File: config.mk
export PLATFORM = sky130hd
export DESIGN_NAME = bcpu_pc_unit
export DESIGN_NICKNAME = d
export VERILOG_FILES = /design/src/rtl/bcpu_defs_pkg.sv /design/src/rtl/bcpu_pc_bank.sv /design/src/rtl/bcpu_pc_unit.sv
export SDC_FILE = /design/constraint.sdc
export NUM_CORES = 1
export LEC_CHECK = 0
export ABC_AREA = 1
export ABC_CLOCK_PERIOD_IN_PS = 2000
export CORE_UTILIZATION = 35
export CTS_CLUSTER_SIZE = 12
export DETAILED_ROUTE_END_ITERATION = 8
export PLACE_DENSITY = 0.67
export SLEW_MARGIN = 30
export SYNTH_ARGS = -nofsm -noshare
export SYNTH_HDL_FRONTEND = slang
export SYNTH_SLANG_ARGS = --single-unit
File: constraint.sdc
create_clock -name CLK -period 2 [get_ports CLK]
set_input_delay 0.3 -clock CLK [delete_from_list [all_inputs] [get_ports CLK]]
set_output_delay 0.3 -clock CLK [all_outputs]
set_load 0.05 [all_outputs]
File: src/rtl/bcpu_defs_pkg.sv
// rtl/bcpu_defs_pkg.sv - shared BCPU16 widths, address types and reset PC
package bcpu_defs;

  localparam int unsigned DEF_THREAD_BITS = 2;
  localparam int unsigned DEF_PC_WIDTH    = 10;
  localparam int unsigned DEF_RESET_PC    = 0;

  typedef logic [DEF_THREAD_BITS-1:0] thread_id_t;
  typedef logic [DEF_PC_WIDTH-1:0]    program_addr_t;

endpackage

File: src/rtl/bcpu_pc_bank.sv
// rtl/bcpu_pc_bank.sv - per-thread PC flops, one read port, increment and jump/restart writes
module bcpu_pc_bank
  import bcpu_defs::*;
#(
  parameter int unsigned THREAD_BITS = DEF_THREAD_BITS,
  parameter int unsigned PC_WIDTH    = DEF_PC_WIDTH,
  parameter logic [PC_WIDTH-1:0] RESET_PC = PC_WIDTH'(DEF_RESET_PC)
) (
  input  logic                       CLK,
  input  logic                       RESET_N,
  input  logic                       CE,
  input  logic [THREAD_BITS-1:0]     rd_idx,
  output logic [PC_WIDTH-1:0]        rd_data,
  input  logic                       inc_we,
  input  logic [THREAD_BITS-1:0]     inc_idx,
  input  logic [PC_WIDTH-1:0]        inc_data,
  input  logic                       jmp_we,
  input  logic [THREAD_BITS-1:0]     jmp_idx,
  input  logic [PC_WIDTH-1:0]        jmp_data,
  input  logic [2**THREAD_BITS-1:0]  restart
);

  localparam int unsigned THREADS = 2**THREAD_BITS;

  logic [PC_WIDTH-1:0] pc_q [THREADS];

  assign rd_data = pc_q[rd_idx];

  // Restart beats jump, jump beats the issue increment on the same thread.
  always_ff @(posedge CLK or negedge RESET_N) begin
    if (!RESET_N) begin
      for (int i = 0; i < THREADS; i++) pc_q[i] <= RESET_PC;
    end else if (CE) begin
      for (int i = 0; i < THREADS; i++) begin
        if (restart[i])
          pc_q[i] <= RESET_PC;
        else if (jmp_we && jmp_idx == THREAD_BITS'(i))
          pc_q[i] <= jmp_data;
        else if (inc_we && inc_idx == THREAD_BITS'(i))
          pc_q[i] <= inc_data;
      end
    end
  end

endmodule

File: src/rtl/bcpu_pc_unit.sv
// rtl/bcpu_pc_unit.sv - round-robin thread PC issue with taken-jump redirect and bypass
module bcpu_pc_unit
  import bcpu_defs::*;
#(
  parameter int unsigned THREAD_BITS = DEF_THREAD_BITS,
  parameter int unsigned PC_WIDTH    = DEF_PC_WIDTH,
  parameter logic [PC_WIDTH-1:0] RESET_PC = PC_WIDTH'(DEF_RESET_PC)
) (
  input  logic                       CLK,
  input  logic                       RESET_N,
  input  logic                       CE,
  input  logic [2**THREAD_BITS-1:0]  THREAD_EN,
  input  logic [2**THREAD_BITS-1:0]  THREAD_RESTART,
  input  logic                       JUMP_EN,
  input  logic                       CONDITION_RESULT,
  input  logic [THREAD_BITS-1:0]     JUMP_THREAD,
  input  logic [PC_WIDTH-1:0]        JUMP_TARGET,
  output logic [PC_WIDTH-1:0]        FETCH_PC,
  output logic [THREAD_BITS-1:0]     FETCH_THREAD,
  output logic                       FETCH_VALID,
  output logic                       JUMP_TAKEN
);

  logic [THREAD_BITS-1:0] thread_cnt;
  logic [PC_WIDTH-1:0]    pc_rd;
  logic [PC_WIDTH-1:0]    base_pc;
  logic                   take;
  logic                   bypass;
  logic                   issue_valid;

  assign take        = JUMP_EN & CONDITION_RESULT & THREAD_EN[JUMP_THREAD];
  assign bypass      = take & (JUMP_THREAD == thread_cnt);
  assign base_pc     = bypass ? JUMP_TARGET : pc_rd;
  assign issue_valid = THREAD_EN[thread_cnt] & ~THREAD_RESTART[thread_cnt];

  // A bypassed jump lands through the increment port as target+1, so the
  // jump port only serves threads other than the one being issued.
  bcpu_pc_bank #(
    .THREAD_BITS (THREAD_BITS),
    .PC_WIDTH    (PC_WIDTH),
    .RESET_PC    (RESET_PC)
  ) u_pc_bank (
    .CLK      (CLK),
    .RESET_N  (RESET_N),
    .CE       (CE),
    .rd_idx   (thread_cnt),
    .rd_data  (pc_rd),
    .inc_we   (issue_valid),
    .inc_idx  (thread_cnt),
    .inc_data (base_pc + PC_WIDTH'(1)),
    .jmp_we   (take & ~bypass),
    .jmp_idx  (JUMP_THREAD),
    .jmp_data (JUMP_TARGET),
    .restart  (THREAD_RESTART)
  );

  always_ff @(posedge CLK or negedge RESET_N) begin
    if (!RESET_N) begin
      thread_cnt   <= '0;
      FETCH_PC     <= '0;
      FETCH_THREAD <= '0;
      FETCH_VALID  <= 1'b0;
      JUMP_TAKEN   <= 1'b0;
    end else if (CE) begin
      thread_cnt   <= thread_cnt + THREAD_BITS'(1);
      FETCH_PC     <= base_pc;
      FETCH_THREAD <= thread_cnt;
      FETCH_VALID  <= issue_valid;
      JUMP_TAKEN   <= take;
    end
  end

endmodule
==> metrics.md <==
| Metric | Value |
|---|---|
| Number of CTS-inserted buffers | 5 |
| Crit-path max FO | 6 |
| Leading cell types in the layout, fill and taps excluded | 168 x nand2_1, 77 x buf_4, 54 x dfrtp_1, 54 x nor2_1 |
| Placed Cells | 739 |
| WS Path Type | in2reg |
| Final setup vio count | 32 |
| Yosys warns | 0 |
| Hold Vio Cnt, Final | 0 |
| CTS root buffer | clkbuf_8 |
| Min Tclk post-route | 2.13 ns |
| DRT iter0 DRCs | 381 |
| Clock Path Buffers | 2 |
| Die area | 10900 um^2 |
| Power density over the cells | 1610 nW/um^2 |
| Pins Over Slew Limit | 0 |
| Fin cells | 763 |
| Slew @ Worst Pin | 0.506 ns |
| Fin crit share | 107% |
| Initial antenna violation count | 0 |
| Final Skew | 0.0140 ns |
| Leak | 2.73 nW |
| Die Width | 104 um |
| Final Wtd Congestion | 0.866 |
| Die H | 104 um |
| Failing checks | negative setup slack |
| Rel. slew slack | 66.2% |
| Core region area | 9950 um^2 |
| Crit. End Element | flip-flop |
| Antenna-violating nets left | 0 |
| Status | complete, but fails checks |
| RSZ-0062 raised after global routing | true |
| CTS H-Tree Depth | 2 |
| CTS tree | done |
| Layout cells sized above 1 | 27.1% |
| Crit Reg-Reg Endpoint | u_pc_bank.pc_q[26] |
| R2R depth | 15 |
| Hold Path Class | in2async |
| Num ports | 39 |
| Area growth, synth to finish | 40.4% |
| R2R Setup Slk | -0.13 ns |
| F_max | 469 MHz |
| Worst EP arrival | 2.36 ns |
| Antenna Cells | 0 |
| Syn avg cell area | 7.13 um^2 |
| Netlist Area Pre-Place | 3660 um^2 |
| Via count | 3954 |
| Total GRT Usage | 22.7% |
| CTS Sinks | 56 |
| Most common cell after layout, fill and taps aside | nand2_1 |
| Final wirelength | 12000 um |
| Setup TNS | -2.52 ns |
| Largest net degree at the start of global routing | 26 |
| Remaining DRCs | 0 |
| Vias in the first global route | 3874 |
| First-pass GRT wire length | 19500 um |
| RR Startpoint | thread_cnt[1] |
| Synthesized Nets | 544 |
| Max IR drop VDD | 646 uV |
| Clock slew at reported path FFs | 0.12 ns |
| Via density | 5.18 |
| Clk_lat worst skew | 0.33 ns |
| Worst setup margin | -0.132 ns |
| GRT overflow | 0 |
| Yosys cell types | 34 |
| WP data required | 2.23 ns |
| Port Buf Inserts | 38 |
| # rows | 36 |
| CP Launch Type | primary input |
| Hpwl dp | 8340 um |
| DP Worst Slack | -0.545 ns |
| Initial core utilization | 36.8% |
| Final #Nets | 659 |
| First drt pass iteration count | 5 |
| Post-synthesis sequential area ratio | 38.2% |
| Synth Instances | 514 |
| Max cap viols | 0 |
| WL per Instance | 15.7 um |
| Synth Register Bits | 56 |
## stage by stage
step	total power (W)	util [%]	hold WS (ns)	instance area [um^2]
4_1_cts	0.00809	50.7	0.428	5050
6_report	0.00828	51.7	0.417	5140
5_1_grt	0.00898	51.7	0.444	5140
3_5_place_dp	0.00692	47.4	0.247	4720
2_1_floorplan	0.00503	-	0.00441	3710
3_3_place_gp	0.00681	47.4	0.242	4720
## cells in the mapped netlist
library cell | number | share of area (%)
a21oi_1 | 24 | 3.3
a31oi_1 | 3 | 0.51
buf_2 | 9 | 1.2
buf_4 | 1 | 0.20
buf_6 | 2 | 0.61
clkbuf_1 | 5 | 0.51
clkinv_1 | 2 | 0.20
clkinv_2 | 1 | 0.14
clkinv_4 | 1 | 0.24
dfrtp_1 | 56 | 38
ha_1 | 5 | 1.7
inv_1 | 31 | 3.2
inv_2 | 4 | 0.41
inv_4 | 1 | 0.17
nand2_1 | 179 | 18
nand2_2 | 17 | 2.9
nand2_4 | 6 | 1.8
nand2_8 | 1 | 0.55
nand3_1 | 29 | 4.0
nand3_2 | 8 | 2.2
nand3_4 | 2 | 0.96
nand4_1 | 8 | 1.4
nor2_1 | 55 | 5.6
nor2_4 | 4 | 1.2
nor2_8 | 2 | 1.1
o211ai_1 | 1 | 0.20
o21ai_0 | 41 | 5.6
o21ai_1 | 3 | 0.41
o21ai_2 | 2 | 0.48
o221ai_1 | 1 | 0.24
o22ai_1 | 6 | 1.0
xnor2_1 | 1 | 0.24
xor2_1 | 1 | 0.24
xor2_2 | 2 | 0.89
## how the worst max path moves through the flow
stage	slack, ns	startpoint	end
floorplan	0.009	thread_cnt[1]	u_pc_bank.pc_q[34]
global placement	-0.51	JUMP_THREAD[0]	u_pc_bank.pc_q[19]
detailed placement	-0.54	JUMP_THREAD[0]	u_pc_bank.pc_q[29]
CTS	-0.04	thread_cnt[0]	u_pc_bank.pc_q[29]
global route	-0.28	thread_cnt[0]	u_pc_bank.pc_q[18]
finish	-0.13	THREAD_EN[3]	u_pc_bank.pc_q[26]
## final cells by class
cell class / instances / area [um^2]
fill: 943 / 4810
sequential: 56 / 1400
timing repair buffer: 125 / 1120
clock buffer: 5 / 68.8
tap: 133 / 166
clock inverter: 3 / 27.5
inverter: 40 / 166
multi-input combinational: 401 / 2190
## worst max-delay path, cell delays in order
cell	delay, ns
clkdlybuf4s50_1	0.50
nand2_1	0.07
nand2_1	0.10
nand2_2	0.06
nand2_4	0.13
nand4_1	0.21
nand2_4	0.16
ha_4	0.15
nand2_4	0.07
buf_12	0.12
nor2_4	0.10
nand2_1	0.07
nand2_2	0.11
nand3_1	0.09
nand2_1	0.07
nand2_1	0.04
## metal layers
metal	up-vias	wire (um)	GRT usage [%]
li1	1874	-	-
met2	205	5500	36.5
met1	1841	5030	29.6
met4	0	421	11.4
met5	-	0	0
met3	34	1020	3.38
## what timing repair did
item,in CTS,in global routing
gates resized for setup,27,20
endpoints found under the hold margin,15,0
endpoints found under the setup margin,33,41
buffers inserted,12,4
gates cloned,1,0
hold buffers,1,0
pin swaps,11,18
## flip-flops by register name (all words and copies together) (netlist names)
signal	cells
FETCH_PC	10
FETCH_THREAD	2
FETCH_VALID	1
JUMP_TAKEN	1
thread_cnt	2
u_pc_bank.pc_q	40
## cell families after synthesis
group           count (synthesis)  synth area share, %
xor+xnor                        4                 1.37
compound gates                 81                 11.7
simple gates                  311                 40.0
flops                          56                 38.2
fa+ha+maj                       5                 1.71
buf+inv                        57                 6.90
## power by group
part           internal (W)  switching, W
logic               0.00244       0.00323
clock network      0.000259      0.000424
registers           0.00164      0.000289
total               0.00434       0.00394
(Power assumes the default switching activity.)
==> RTL edit (same flow settings) <==
The package constant `DEF_THREAD_BITS` goes from 2 to 1.
--- a/src/rtl/bcpu_defs_pkg.sv
+++ b/src/rtl/bcpu_defs_pkg.sv
@@ -1,7 +1,7 @@
 // rtl/bcpu_defs_pkg.sv - shared BCPU16 widths, address types and reset PC
 package bcpu_defs;
 
-  localparam int unsigned DEF_THREAD_BITS = 2;
+  localparam int unsigned DEF_THREAD_BITS = 1;
   localparam int unsigned DEF_PC_WIDTH    = 10;
   localparam int unsigned DEF_RESET_PC    = 0;
 
Interface: changed (resized FETCH_THREAD, JUMP_THREAD, THREAD_EN and THREAD_RESTART); port bits go from 39 to 33. No check against the original RTL was run, so the function may have changed too.
==> RTL edit against the original RTL <==
  * Non-clock buffer count is 47 lower
  * Routed wire length is 52% lower
  * Final cell count is 42% lower
  * Clock power is 24% lower
  * Synthesized area is 41% lower
  * Total power is 56% lower
  * Worst setup slack better by 0.20 ns
  * First-iteration DRC count is 59% lower
  * Sequential cell count is 22 lower
  * Synthesized cell count is 44% lower
  * Cell area is 40% lower
  * Critical path type unchanged
==> RTL edit: results (changes against the original RTL) <==
CP max FO 7 (+1); Inserted Clock Buffers 5 (unchanged); drt total wl 5.76 mm (-52%); R2R cell count 14 (-1); peak supply drop 0.578 mV (-11%); global-route wire length before repair 9.29 mm (-52%); Distinct cells, synth 36 (+5.9%); Total Routing Usage GR 19.0% (-3.7 points); # nets final 384 (-42%); worst r2r dst u_pc_bank.pc_q[6]$_DFFE_PN0P_; Async S/R FF share, synth 100% (unchanged); initial antenna violation count 0 (unchanged); RD Place Congestion 0.868 (+0.15%); cell family with most CP delay buffers and inverters; PortBufs 32 (-16%); Syn. warnings 0 (unchanged); status completed; max incr delay on CP 0.39 ns (-0.11 ns); met2 Use GR 29.7% (-6.9 points); Iter 0 DRT Violations 157 (-59%); dpl ws -0.332 ns (+0.213 ns); leakage 1.60 nW (-41%); sequential area share after synthesis 39.1% (+0.89 points); ranking of synthesized cells by area dfrtp_1, nand2_1, o21ai_0; proportion of layout cells with a drive suffix above 1 27.5% (+0.33 points); Switch Pwr 1.55 mW (-61%); most used flip-flop cell after synthesis dfrtp_1; HPWL Detailed 4.17 mm (-50%); WHS 0.422 ns (+0.00522 ns); M1 GR Usage 25.8% (-3.8 points); FF-to-FF Start thread_cnt$_DFFE_PN0P_; Setup Skew 0.00298 ns (-0.0110 ns); later-pin clock latency in the skew report 0.28 ns (-0.05 ns); Worst EP arrival 2.11 ns (-0.25 ns); vias in the first global route 1940 (-50%); Reg2Reg Setup Slack 0.09 ns (+0.22 ns); Cell Area, Placed 2830 sq um (-40%); critical path's slowest cell clkdlybuf4s50_1; M3 GR Usage 3.93% (+0.55 points); biggest registers after layout u_pc_bank.pc_q: 20 flops, FETCH_PC: 10 flops; clock slew at reported path FFs 0.07 ns (-0.05 ns); worst-margin pin slew 0.497 ns (-0.00870 ns); largest net degree at the start of global routing 35 (+35%); H-tree lvl count 2 (unchanged); Vias 2059 (-48%); type of the worst min-delay path input pin to asynchronous set/reset pin; Synthesized Nets 307 (-44%); most frequent cells after synthesis nand2_1, dfrtp_1, inv_1
## RTL edit: worst max path at each step
stage                                      start                        endpoint  slack (ns)
after floorplan           thread_cnt$_DFFE_PN0P_  u_pc_bank.pc_q[16]$_DFFE_PN0P_        0.20
after global placement               JUMP_THREAD  u_pc_bank.pc_q[16]$_DFFE_PN0P_       -0.27
after detailed placement             JUMP_THREAD  u_pc_bank.pc_q[16]$_DFFE_PN0P_       -0.33
after CTS                           THREAD_EN[1]   u_pc_bank.pc_q[4]$_DFFE_PN0P_        0.03
after global routing                     JUMP_EN  u_pc_bank.pc_q[16]$_DFFE_PN0P_       -0.02
final                                    JUMP_EN   u_pc_bank.pc_q[6]$_DFFE_PN0P_        0.07
## RTL edit: power groups by stage
stage | Combinational [mW] | Sequential, mW | Clock, mW
floorplan | 0.908 | 1.30 | 0
global placement | 1.86 | 1.01 | 0
detailed placement | 1.89 | 1.02 | 0
CTS | 1.90 | 1.01 | 0.544
global route | 2.27 | 1.04 | 0.572
finish | 2.08 | 1.01 | 0.518
## RTL edit: timing repair
item,CTS,global route
buffers inserted,0,5
gates resized for setup,2,26
pin swaps,0,13
setup endpoints to repair,7,14
## RTL edit: cell type report
| cell class | count | area (sq um) |
|---|---|---|
| Timing Repair Buffer | 78 | 704 |
| Clock inverter | 1 | 5.00 |
| Multi-Input combinational cell | 212 | 1210 |
| Tap cell | 75 | 93.8 |
| Fill cell | 576 | 2890 |
| Clock buffer | 7 | 86.3 |
| Sequential cell | 34 | 851 |
| Inverter | 32 | 120 |
## RTL edit: kinds of logic (layout without fill, tap and decap cells)
kind of cell             after synthesis  in the layout  share of synthesized area (%)
AO/OA/AOI/OAI                         60             60                           16.3
AND/OR/NAND/NOR                      145            145                           32.5
adder cells (fa/ha/maj)                1              1                          0.575
buffers and inverters                 40            118                           8.98
flip-flops                            34             34                           39.1
multiplexers                           3              3                           1.38
XOR/XNOR                               3              3                           1.21
## RTL edit: metrics by stage
stage	setup TNS (ns)	std cells	utilization, %
3_5_place_dp	-5.27	426	47.6
6_report	0	439	51.5
4_1_cts	0	434	49.2
2_1_floorplan	0	286	-
5_1_grt	-0.0472	439	51.5
3_3_place_gp	-4.14	426	47.6
## RTL edit: routing by layer
metal  part of all wire (%)  vias to the layer above
li1                       -                     1069
met1                     44                      921
met2                     48                       64
met3                    6.6                        5
met4                    1.3                        0
met5                      0                        -
